## config.mk

```make
export PLATFORM = sky130hd
export DESIGN_NAME = multicycle_control_unit
export DESIGN_NICKNAME = d
export VERILOG_FILES = /design/src/rtl/multicycle_control_unit.sv
export SDC_FILE = /design/constraint.sdc
export NUM_CORES = 1
export LEC_CHECK = 0
export BUFFER_PORTS_ARGS = -buffer_cell sky130_fd_sc_hd__buf_4
export CELL_PAD_IN_SITES_DETAIL_PLACEMENT = 1
export CELL_PAD_IN_SITES_GLOBAL_PLACEMENT = 1
export CORE_MARGIN = 10
export CORE_UTILIZATION = 38
export CTS_CLUSTER_DIAMETER = 60
export DETAILED_ROUTE_END_ITERATION = 8
export PLACE_DENSITY = 0.82
export SETUP_SLACK_MARGIN = 0.1
export SLEW_MARGIN = 25
export SYNTH_ARGS = -nofsm -noshare
export SYNTH_HDL_FRONTEND = slang
export SYNTH_SLANG_ARGS = --single-unit
```

## constraint.sdc

```tcl
create_clock -name clk -period 1.9 [get_ports clk]
set_input_delay 0.095 -clock clk [delete_from_list [all_inputs] [get_ports clk]]
set_output_delay 0.095 -clock clk [all_outputs]
set_load 0.05 [all_outputs]
```

## src/rtl/multicycle_control_unit.sv

```systemverilog
// Moore control FSM for the multicycle MIPS datapath: sequences fetch/decode/execute/
// memory/writeback, flags illegal instructions and counts retired instructions.
module multicycle_control_unit #(
   parameter int unsigned COUNT_WIDTH = 32
) (
   input  logic                   clk,
   input  logic                   reset,
   input  logic [5:0]             opcode_i,
   input  logic [5:0]             funct_i,
   input  logic                   zero_i,
   output logic                   enable_PC,
   output logic                   Selector_Addr,
   output logic                   enable_MemSys,
   output logic                   enable_RegIns,
   output logic                   enable_RF,
   output logic                   Selector_RF_WR,
   output logic                   Selector_RF_WD,
   output logic                   Selector_ALU_Src_A,
   output logic [1:0]             Selector_ALU_Src_B,
   output logic [2:0]             Selector_ALU_Op,
   output logic                   Selector_PC_Source,
   output logic                   illegal_o,
   output logic [3:0]             state_o,
   output logic [COUNT_WIDTH-1:0] instr_count_o
);

   typedef enum logic [3:0] {
      INIT      = 4'd0,
      FETCH     = 4'd1,
      DECODE    = 4'd2,
      MEM_ADDR  = 4'd3,
      MEM_READ  = 4'd4,
      MEM_WB    = 4'd5,
      MEM_WRITE = 4'd6,
      EXECUTE   = 4'd7,
      ALU_WB    = 4'd8,
      IMM_EXEC  = 4'd9,
      IMM_WB    = 4'd10,
      BRANCH    = 4'd11,
      ILLEGAL   = 4'd12
   } state_t;

   localparam logic [5:0] OP_RTYPE = 6'h00;
   localparam logic [5:0] OP_ADDI  = 6'h08;
   localparam logic [5:0] OP_ORI   = 6'h0D;
   localparam logic [5:0] OP_LW    = 6'h23;
   localparam logic [5:0] OP_SW    = 6'h2B;
   localparam logic [5:0] OP_BEQ   = 6'h04;
   localparam logic [5:0] OP_BNE   = 6'h05;

   localparam logic [2:0] ALU_ADD = 3'b000;
   localparam logic [2:0] ALU_SUB = 3'b001;
   localparam logic [2:0] ALU_AND = 3'b010;
   localparam logic [2:0] ALU_OR  = 3'b011;
   localparam logic [2:0] ALU_NOR = 3'b100;
   localparam logic [2:0] ALU_SLT = 3'b101;

   state_t state_q, state_d;
   logic [2:0] funct_op;
   logic       funct_ok;
   logic       retire;

   always_comb begin
      funct_op = ALU_ADD;
      funct_ok = 1'b1;
      case (funct_i)
         6'h20:   funct_op = ALU_ADD;
         6'h22:   funct_op = ALU_SUB;
         6'h24:   funct_op = ALU_AND;
         6'h25:   funct_op = ALU_OR;
         6'h27:   funct_op = ALU_NOR;
         6'h2A:   funct_op = ALU_SLT;
         default: funct_ok = 1'b0;
      endcase
   end

   always_ff @(posedge clk or posedge reset) begin
      if (reset) state_q <= INIT;
      else       state_q <= state_d;
   end

   always_comb begin
      state_d            = INIT;
      enable_PC          = 1'b0;
      Selector_Addr      = 1'b0;
      enable_MemSys      = 1'b0;
      enable_RegIns      = 1'b0;
      enable_RF          = 1'b0;
      Selector_RF_WR     = 1'b0;
      Selector_RF_WD     = 1'b0;
      Selector_ALU_Src_A = 1'b0;
      Selector_ALU_Src_B = 2'b00;
      Selector_ALU_Op    = ALU_ADD;
      Selector_PC_Source = 1'b0;
      illegal_o          = 1'b0;
      retire             = 1'b0;
      case (state_q)
         INIT: state_d = FETCH;
         FETCH: begin
            enable_RegIns      = 1'b1;
            Selector_ALU_Src_B = 2'b01;
            enable_PC          = 1'b1;
            state_d            = DECODE;
         end
         DECODE: begin
            Selector_ALU_Src_B = 2'b11;
            case (opcode_i)
               OP_LW, OP_SW:    state_d = MEM_ADDR;
               OP_RTYPE:        state_d = funct_ok ? EXECUTE : ILLEGAL;
               OP_ADDI, OP_ORI: state_d = IMM_EXEC;
               OP_BEQ, OP_BNE:  state_d = BRANCH;
               default:         state_d = ILLEGAL;
            endcase
         end
         MEM_ADDR: begin
            Selector_ALU_Src_A = 1'b1;
            Selector_ALU_Src_B = 2'b10;
            state_d            = (opcode_i == OP_SW) ? MEM_WRITE : MEM_READ;
         end
         // Address mux takes the live ALU result, so keep the address computation running.
         MEM_READ: begin
            Selector_Addr      = 1'b1;
            Selector_ALU_Src_A = 1'b1;
            Selector_ALU_Src_B = 2'b10;
            state_d            = MEM_WB;
         end
         MEM_WB: begin
            Selector_RF_WD = 1'b1;
            enable_RF      = 1'b1;
            retire         = 1'b1;
            state_d        = FETCH;
         end
         MEM_WRITE: begin
            Selector_Addr      = 1'b1;
            Selector_ALU_Src_A = 1'b1;
            Selector_ALU_Src_B = 2'b10;
            enable_MemSys      = 1'b1;
            retire             = 1'b1;
            state_d            = FETCH;
         end
         EXECUTE: begin
            Selector_ALU_Src_A = 1'b1;
            Selector_ALU_Op    = funct_op;
            state_d            = ALU_WB;
         end
         ALU_WB: begin
            Selector_RF_WR  = 1'b1;
            enable_RF       = 1'b1;
            Selector_ALU_Op = funct_op;
            retire          = 1'b1;
            state_d         = FETCH;
         end
         IMM_EXEC: begin
            Selector_ALU_Src_A = 1'b1;
            Selector_ALU_Src_B = 2'b10;
            Selector_ALU_Op    = (opcode_i == OP_ORI) ? ALU_OR : ALU_ADD;
            state_d            = IMM_WB;
         end
         IMM_WB: begin
            enable_RF = 1'b1;
            retire    = 1'b1;
            state_d   = FETCH;
         end
         BRANCH: begin
            Selector_ALU_Src_A = 1'b1;
            Selector_ALU_Op    = ALU_SUB;
            Selector_PC_Source = 1'b1;
            enable_PC          = (opcode_i == OP_BNE) ? ~zero_i : zero_i;
            retire             = 1'b1;
            state_d            = FETCH;
         end
         ILLEGAL: begin
            illegal_o = 1'b1;
            state_d   = FETCH;
         end
         default: state_d = INIT;
      endcase
   end

   always_ff @(posedge clk or posedge reset) begin
      if (reset)       instr_count_o <= '0;
      else if (retire) instr_count_o <= instr_count_o + COUNT_WIDTH'(1);
   end

   assign state_o = state_q;

endmodule

```

==> run summary <==
WL met1 = 3310 um
Reg clk slew, reported paths = 80 ps
Setup CP Type = flip-flop to flip-flop
top layer in use = met4
Slew @ Worst Pin = 500 ps
CTS buffer count = 5
Initial Util = 39.5%
DR DRC count = 0
crit end category = flip-flop
Area Growth Syn to Fin = 61.3%
failing checks = setup timing
Multi-input gate area = 0.00137 mm^2
GPL Wtd Cong = 0.824
Mapped Avg Cell Area = 9.70 um^2
fin crit period = 2070 ps
Skew-Pair Late Insertion Delay = 300 ps
register area share after synthesis = 44.4%
Fillers = 583
Reg2Reg Depth = 8
Max Cap Viol = 0
Critical R2R Capture = instr_count_o[19]
hold path depth = 4
fin nets = 322
flops & latches, synth = 36
Rows = 26
synth top area cells = dfrtp_1 44%, xnor2_1 8.6%, xor2_1 5.6%
Final Worst Setup Slack = -169 ps
dpl cell area = 0.00277 mm^2
Critical Path Sink = instr_count_o[19]
reg2reg start = state_o[2]
CTS tree = done
number of synthesized flops with an enable pin = 0
Setup Skew = 10.7 ps
drt pass-1 iters = 4
core area = 0.00514 mm^2
top-area cell type share of the netlist area = 44.4%
Final setup viols = 15
die boundary width = 93.1 um
maximum clock rate = 483 MHz
Placed Cells incl. Taps = 347
total grt overflow = 0
CTS Sinks = 36
Max rail drop VDD = 0.00102 V
Cell Pwr Density = 1230 mW/mm^2
total track usage = 16.7%
initial antenna violation count = 0
routed vias/inst = 5.43
unique cell type count in the Yosys netlist = 43
Die ar. = 0.00866 mm^2
part of the cycle the worst path needs = 109%
DR vias = 2047
ys flop type = dfrtp_1
I/O Pins = 66
largest net degree at the start of global routing = 37
Synth Cell Area = 0.00203 mm^2
crit-path max FO = 7
Setup crit start = state_o[2]
Place WS = 85.8 ps
Die Ht = 93.1 um
# diodes = 0
Worst R2R Setup Slack = -170 ps
post-route insts no fill = 377
initial DRC count = 90
leak pwr = 1.57 nW
YS warnings = 0
Synth Instances = 209
metal3 WL = 360 um
first-pass GRT wire length = 11600 um
Min-Delay Path Class = input pin to flip-flop
clk buf depth = 2
number of global-route vias before repair = 2150
fraction of layout cells with a size suffix above 1 = 52.1%
Post-Route WL = 8550 um
total area of sequential cells = 918 um^2
async set or reset register ratio after synthesis = 100%
leading area contributor after synthesis = dfrtp_1
CTS Root Cell = clkbuf_8
Final Max Slew Viols = 0
RSZ-0062 raised after global routing = true
HPWL after detailed placement = 4690 um
Fin. Hold Viols = 0
# port buffers = 65
Rel. slew slack = 66.5%
most common cell in the netlist = dfrtp_1
syn nets = 225
WL/cell = 22.7 um
CTS H-Tree Depth = 2
Req. time, crit path = 2110 ps
status = finished, violations left
crit path launch type = flip-flop
crit path DAT = 2270 ps
top cells by count, synth = 36 x dfrtp_1, 20 x nand2_1, 20 x xnor2_1, 15 x nor2_1, 14 x nand3_1
DR WL met2 = 4680 um
Final Cell Area = 0.00327 mm^2
post-route ant nets = 0
report_power, final:
part           switching, W  leakage [nW]  internal, W
combinational       0.00151          1.05     0.000900
sequential         0.000132         0.470     0.000851
clock              0.000295        0.0515     0.000331
sequential cells by signal, indices dropped and copies added (netlist names):
| register | count |
|---|---|
| instr_count_o | 32 |
| state_o | 4 |
per-stage QoR:
step	power (W)	TNS (ps)	util, %	hold WS (ps)
after global placement	0.00283	0	53.8	228
final	0.00402	-904	63.7	171
after floorplan	0.00233	-2000	-	261
after CTS	0.00366	-257	59.2	170
after detailed placement	0.00287	0	53.8	235
after global routing	0.00417	-2120	63.7	197
area by class of cell:
| type | count | area share (%) |
|---|---|---|
| clock buffers | 8 | 3.06 |
| flip-flops and latches | 36 | 28.1 |
| multi-input cells | 162 | 41.9 |
| well taps | 70 | 2.68 |
| repair buffers | 96 | 23.6 |
| inverters | 5 | 0.688 |
placed cells by master, fill, tap and decap left out, types with 7 or more instances in the layout:
| master | netlist | final |
|---|---|---|
| dfrtp_2 | 0 | 14 |
| xor2_1 | 13 | 12 |
| nand2_1 | 20 | 17 |
| nor2_1 | 15 | 9 |
| dfrtp_1 | 36 | 22 |
| buf_6 | 0 | 9 |
| clkbuf_8 | 0 | 7 |
| buf_4 | 0 | 84 |
| xnor2_1 | 20 | 19 |
| a21oi_1 | 8 | 8 |
| nand3_1 | 14 | 9 |
cell families (layout without fill, tap and decap cells):
family,count (synthesis),after routing,synth area share (%)
XOR/XNOR,34,34,15.1
adder cells (fa/ha/maj),1,1,0.617
multiplexers,1,1,0.555
AND/OR/NAND/NOR,100,100,28.1
AO/OA/AOI/OAI,26,26,9.13
flip-flops,36,36,44.4
buffers and inverters,11,109,2.16
worst max-delay path: stages, from the launching register on:
cell	delay, ps
dfrtp_2	430
buf_4	150
buf_4	150
and2b_4	290
a2bb2oi_4	150
nor3_4	270
buf_4	150
nand4_1	160
xnor2_1	220
what timing repair did:
action	CTS	global route
pin swaps	12	20
buffers inserted	11	10
resized for setup	19	33
gates cloned	0	0
setup endpoints to repair	6	32
hold endpoints to repair	36	0
hold buffers	1	0
metal layers:
layer	up-vias	global-route usage, %
met3	15	4.40
met5	-	0
li1	935	-
met4	0	5.91
met1	1039	18.3
met2	58	30.2
how the worst min path moves through the flow:
| stage | startpoint | to | slack (ps) |
|---|---|---|---|
| after CTS | opcode_i[1] | state_o[1] | 170 |
| after detailed placement | reset | instr_count_o[29] | 240 |
| after global placement | reset | instr_count_o[31] | 230 |
| after global routing | opcode_i[1] | state_o[1] | 200 |
| after floorplan | reset | instr_count_o[0] | 260 |
| final | opcode_i[1] | state_o[1] | 170 |
No activity file was read; power rests on OpenSTA's default activity.
